<file path="config.mk">
export PLATFORM = sky130hd
export DESIGN_NAME = load_store_unit
export DESIGN_NICKNAME = d
export VERILOG_FILES = /design/src/rtl/load_store_unit.sv
export SDC_FILE = /design/constraint.sdc
export NUM_CORES = 1
export LEC_CHECK = 0
export BUFFER_PORTS_ARGS = -buffer_cell sky130_fd_sc_hd__buf_4
export CAP_MARGIN = 20
export CORE_ASPECT_RATIO = 1.5
export CORE_UTILIZATION = 43
export CTS_CLUSTER_DIAMETER = 30
export DETAILED_ROUTE_END_ITERATION = 12
export PLACE_DENSITY = 0.85
export REMOVE_ABC_BUFFERS = 1
export SLEW_MARGIN = 20
export SYNTH_ARGS = -nofsm -noshare
export SYNTH_HDL_FRONTEND = slang
export SYNTH_SLANG_ARGS = --single-unit
</file>
<file path="constraint.sdc">
create_clock -name clk -period 1.7 [get_ports clk]
set_clock_uncertainty 0.05 [all_clocks]
set_input_delay 0.085 -clock clk [delete_from_list [all_inputs] [get_ports clk]]
set_output_delay 0.085 -clock clk [all_outputs]
set_load 0.05 [all_outputs]
</file>
<file path="src/rtl/load_store_unit.sv">
// load_store_unit: single-outstanding RV32I load/store engine between execute and data memory
module load_store_unit #(
   parameter int ADDR_W = 32,
   parameter int XLEN   = 32
) (
   input  logic              clk,
   input  logic              reset,
   input  logic              req_valid,
   output logic              req_ready,
   input  logic              req_we,
   input  logic [2:0]        req_funct3,
   input  logic [ADDR_W-1:0] req_addr,
   input  logic [XLEN-1:0]   req_wdata,
   output logic              resp_valid,
   output logic [XLEN-1:0]   resp_rdata,
   output logic              resp_fault,
   output logic              busy,
   output logic [ADDR_W-1:0] mem_addr,
   output logic              mem_read,
   output logic              mem_write,
   output logic [3:0]        mem_be,
   output logic [XLEN-1:0]   mem_wdata,
   input  logic              mem_ready,
   input  logic              mem_rvalid,
   input  logic [XLEN-1:0]   mem_rdata
);
   typedef enum logic [1:0] {IDLE, ISSUE, WAIT, RESP} state_t;
   state_t state, state_n;
   logic we_q;
   logic [2:0] f3_q;
   logic [1:0] off_q;
   logic illegal, misal, fault;
   logic [3:0] be_n;
   logic [XLEN-1:0] wd_n, ext;
   logic [7:0] lane_b;
   logic [15:0] lane_h;
   // request decode (fault, byte enables, replicated store data) and load lane extraction
   always_comb begin
      illegal = req_we ? (req_funct3[2] || req_funct3[1:0] == 2'b11)
                       : (req_funct3[1:0] == 2'b11 || req_funct3[2:1] == 2'b11);
      misal   = (req_funct3[1:0] == 2'b01 && req_addr[0]) ||
                (req_funct3[1:0] == 2'b10 && req_addr[1:0] != 2'b00);
      fault   = illegal || misal;
      be_n    = req_funct3[1:0] == 2'b00 ? 4'b0001 << req_addr[1:0] :
                req_funct3[1:0] == 2'b01 ? 4'b0011 << {req_addr[1], 1'b0} : 4'b1111;
      wd_n    = req_funct3[1:0] == 2'b00 ? {4{req_wdata[7:0]}} :
                req_funct3[1:0] == 2'b01 ? {2{req_wdata[15:0]}} : req_wdata;
      lane_b  = mem_rdata[{off_q, 3'b000} +: 8];
      lane_h  = mem_rdata[{off_q[1], 4'b0000} +: 16];
      ext     = f3_q == 3'b000 ? {{24{lane_b[7]}}, lane_b} :
                f3_q == 3'b100 ? {24'b0, lane_b} :
                f3_q == 3'b001 ? {{16{lane_h[15]}}, lane_h} :
                f3_q == 3'b101 ? {16'b0, lane_h} : mem_rdata;
   end
   // state register
   always_ff @(posedge clk) begin
      state <= reset ? IDLE : state_n;
   end
   // next state and handshake outputs
   always_comb begin
      state_n    = state;
      req_ready  = 1'b0;
      busy       = 1'b1;
      resp_valid = 1'b0;
      mem_read   = 1'b0;
      mem_write  = 1'b0;
      case (state)
         IDLE: begin
            req_ready = !reset;
            busy      = 1'b0;
            if (req_valid) state_n = fault ? RESP : ISSUE;
         end
         ISSUE: begin
            mem_read  = !we_q;
            mem_write = we_q;
            if (mem_ready) state_n = we_q ? RESP : WAIT;
         end
         WAIT: if (mem_rvalid) state_n = RESP;
         RESP: begin
            resp_valid = 1'b1;
            state_n    = IDLE;
         end
         default: state_n = IDLE;
      endcase
   end
   // latch the request at acceptance and the response when entering RESP
   always_ff @(posedge clk) begin
      if (reset) begin
         we_q       <= 1'b0;
         f3_q       <= 3'b0;
         off_q      <= 2'b0;
         mem_addr   <= '0;
         mem_be     <= 4'b0;
         mem_wdata  <= '0;
         resp_rdata <= '0;
         resp_fault <= 1'b0;
      end else begin
         if (state == IDLE && req_valid) begin
            we_q      <= req_we;
            f3_q      <= req_funct3;
            off_q     <= req_addr[1:0];
            mem_addr  <= {req_addr[ADDR_W-1:2], 2'b00};
            mem_be    <= req_we ? be_n : 4'b0;
            mem_wdata <= wd_n;
            if (fault) begin
               resp_fault <= 1'b1;
               resp_rdata <= '0;
            end
         end
         if (state == ISSUE && mem_ready && we_q) begin
            resp_fault <= 1'b0;
            resp_rdata <= '0;
         end
         if (state == WAIT && mem_rvalid) begin
            resp_fault <= 1'b0;
            resp_rdata <= ext;
         end
      end
   end
endmodule

</file>
==> flow_summary.json <==
{
  "status": "complete, but fails checks",
  "violations": "setup timing",
  "area_growth_pct": 62.0,
  "synthArstFlopShare_pct": 0,
  "synth_edf_count": 0,
  "critPathKind": "reg2reg",
  "setup_violations": 32,
  "cp.arrival_ns": 2.09,
  "p_leak_nw": 3.43,
  "track_usage_pct": 30.3,
  "netlist_instances": 564,
  "peakVddDrop_mv": 0.928,
  "p_per_area_mw_per_mm2": 1350,
  "design.die.area_sq_mm": 0.0116,
  "worstSetupStartpointType": "flop",
  "ant_nets": 0,
  "htree_levels": 3,
  "wl_um": 17900,
  "hold_path.class": "in2reg",
  "r2r_end": "resp_rdata[26]",
  "clk_path_buf_depth": 2,
  "holdPathStages": 3,
  "ios": 211,
  "numPortBuffers": 208,
  "synth_warnings": 0,
  "core_sq_mm": 0.0107,
  "firstDrtPassIters": 7,
  "overflow": 0,
  "rows": 46,
  "drive_gt1_share_pct": 34.1,
  "worstPathRequired_ns": 1.93,
  "cts_sinks": 107,
  "timing.final.crit_share_pct": 109,
  "rsz0062_at_grt": "true",
  "netlist-cell-type-count": 39,
  "numCtsBuffers": 9,
  "syn_area_sq_mm": 0.00481,
  "period_needed_ns": 1.86,
  "grt_max_degree": 76,
  "reg2reg_setup_slack_ns": -0.16,
  "crit_fanout": 8,
  "finalHoldViolations": 0,
  "nFillCells": 732,
  "die_h_um": 132,
  "fmax_ghz": 0.538,
  "drc_errors": 0,
  "min-delay-start": "req_wdata[19]",
  "yosysSeqAreaShare_pct": 44.5,
  "p_total_w": 0.0105,
  "postLayoutCellArea_sq_mm": 0.00779,
  "initial_utilization_pct": 44.9,
  "fin_util_pct": 72.8,
  "clk_latency_ns": 0.34,
  "via_count": 5588,
  "clk_pin_slew_ns": 0.08,
  "final.setup.tns_ns": -3.49,
  "drt_iter0_drc": 307,
  "worstRegToRegCells": 8,
  "slew_viol_final": 0,
  "ys_seq_elements": 107,
  "cts_tree": "done",
  "synth_flop_cell": "dfxtp_1",
  "hpwl_um": 10700,
  "drv_cap": 0,
  "pre_cts_ws_ns": -0.240,
  "final_nets": 950,
  "gp_congestion": 0.866,
  "cts_root_buffer": "clkbuf_16",
  "regToRegStartpoint": "state[1]",
  "worst_pin_slew_ns": 0.804,
  "die_x_um": 88.4,
  "hold_path_end": "mem_wdata[19]",
  "synth_area_per_cell_sq_um": 8.53,
  "slew_headroom_pct": 46.4,
  "cp-end-kind": "flop",
  "first_global_vias": 5787,
  "dpl_cell_area_sq_mm": 0.00656,
  "detail_route.wl_per_cell_um": 18.1,
  "setup_ws_ns": -0.160,
  "post_drt_via_cell_ratio": 5.64,
  "antenna_found_initial": 1,
  "grt_first_pass_wirelength_um": 27600
}
## flip-flops by register name, indices dropped and copies added, names as in the netlist
register,count
f3_q,3
state,2
mem_addr,30
resp_rdata,32
mem_wdata,32
resp_fault,1
we_q,1
mem_be,4
off_q,2
## cells in the final DEF (no fill, tap or decap), types with 2 or more instances in the layout
cell / instances
buf_16: 2
nand2_1: 125
clkinv_4: 2
dfxtp_1: 104
buf_6: 2
o32ai_1: 8
a211oi_1: 13
a21oi_1: 61
a22o_1: 3
nor4_1: 2
inv_6: 2
nor2b_1: 2
mux4_2: 8
clkbuf_16: 10
inv_1: 24
buf_4: 233
buf_12: 5
and2_4: 2
conb_1: 2
o21ai_0: 22
inv_4: 2
dfxtp_4: 2
or2_2: 2
nand2b_1: 3
a221o_1: 25
ha_4: 3
o2bb2ai_1: 13
mux2i_1: 17
a311oi_1: 8
ha_1: 2
dlygate4sd3_1: 70
o22ai_1: 8
nor2_1: 36
clkinvlp_4: 2
## cell usage after synthesis, types with 2 or more instances
| cell | instances | share of area [%] |
|---|---|---|
| nand2_1 | 126 | 9.8 |
| dfxtp_1 | 107 | 45 |
| a21oi_1 | 61 | 6.3 |
| nor2_1 | 37 | 2.9 |
| clkbuf_1 | 26 | 2.0 |
| inv_1 | 26 | 2.0 |
| a221o_1 | 25 | 5.2 |
| o21ai_0 | 22 | 2.3 |
| mux2i_1 | 17 | 3.5 |
| buf_2 | 15 | 1.6 |
| a211oi_1 | 14 | 2.2 |
| o2bb2ai_1 | 14 | 2.5 |
| a311oi_1 | 8 | 1.5 |
| mux4_2 | 8 | 3.7 |
| o22ai_1 | 8 | 1.0 |
| o32ai_1 | 8 | 1.5 |
| ha_1 | 5 | 1.3 |
| nand2b_1 | 4 | 0.52 |
| a22o_1 | 3 | 0.55 |
| buf_1 | 3 | 0.23 |
| buf_6 | 3 | 0.70 |
| a221oi_1 | 2 | 0.36 |
| and2_1 | 2 | 0.26 |
| buf_4 | 2 | 0.31 |
| nor2b_1 | 2 | 0.26 |
| nor4_1 | 2 | 0.26 |
| or2_2 | 2 | 0.26 |
## cells by family (layout without fill, tap and decap cells)
| logic type | after synthesis | count (layout) | share of synthesized area (%) |
|---|---|---|---|
| AOI/OAI and AO/OA | 169 | 169 | 24.2 |
| adders and majority gates | 5 | 5 | 1.30 |
| buffers and inverters | 75 | 355 | 6.87 |
| DFF | 107 | 107 | 44.5 |
| muxes | 26 | 26 | 7.52 |
| other | 1 | 3 | 0.0779 |
| and+or+nand+nor | 181 | 181 | 15.6 |
## how the worst max path moves through the flow
stage / start / end / slack [ns] / cells past startpoint
after floorplan: state[0] / resp_rdata[16] / -1.73 / 5
after global placement: state[0] / resp_rdata[30] / -0.08 / 5
after detailed placement: state[0] / resp_rdata[27] / -0.24 / 5
after CTS: state[1] / resp_rdata[27] / -0.07 / 8
after global routing: state[1] / resp_rdata[21] / -0.18 / 8
final: state[1] / resp_rdata[26] / -0.16 / 8
## power by group
part           total (W)  switching (W)  internal, W
Clock            0.00199       0.000975      0.00101
Combinational    0.00520        0.00331      0.00190
Sequential       0.00333       0.000334      0.00299
Total             0.0105        0.00462      0.00590
## worst max-delay path: stages (launching register included)
cell,delay [ns]
dfxtp_4,0.39
inv_4,0.04
ha_4,0.16
and2_4,0.16
a221o_1,0.35
a21oi_4,0.17
buf_6,0.16
buf_12,0.13
a221o_1,0.18
## layout make-up
type	instances	area (sq um)	share of cell area [%]
Antenna cell	1	2.50	0.0321
Sequential cell	107	2150	27.6
Multi-Input combinational cell	383	2430	31.1
Clock buffer	10	229	2.94
Timing Repair Buffer	313	2650	34.0
Tap cell	144	180	2.31
Inverter	26	103	1.32
Clock inverter	6	50.0	0.642
## through the flow
| step | hold WS (ns) | std cells |
|---|---|---|
| 5_1_grt | 0.0557 | 990 |
| 3_5_place_dp | 0.283 | 892 |
| 2_1_floorplan | 0.104 | 516 |
| 6_report | 0.0479 | 990 |
| 4_1_cts | 0.0275 | 986 |
| 3_3_place_gp | 0.278 | 892 |
## metal layers
layer | GRT usage [%] | up-vias | part of all wire (%) | wire length (um)
met2 | 52.6 | 357 | 52 | 9350
li1 | - | 2546 | - | -
met1 | 32.3 | 2612 | 35 | 6320
met5 | 0 | - | 0 | 0
met4 | 17.8 | 0 | 4.7 | 834
met3 | 7.22 | 73 | 7.7 | 1380
## repair_timing
item	4_1_cts	5_1_grt
hold endpoints to repair	70	0
hold buffers	70	0
setup buffers	6	3
resized for setup	18	14
gates cloned	2	1
setup endpoints to repair	44	45
pin swaps	18	14
Power figures use the tool's default switching activity.
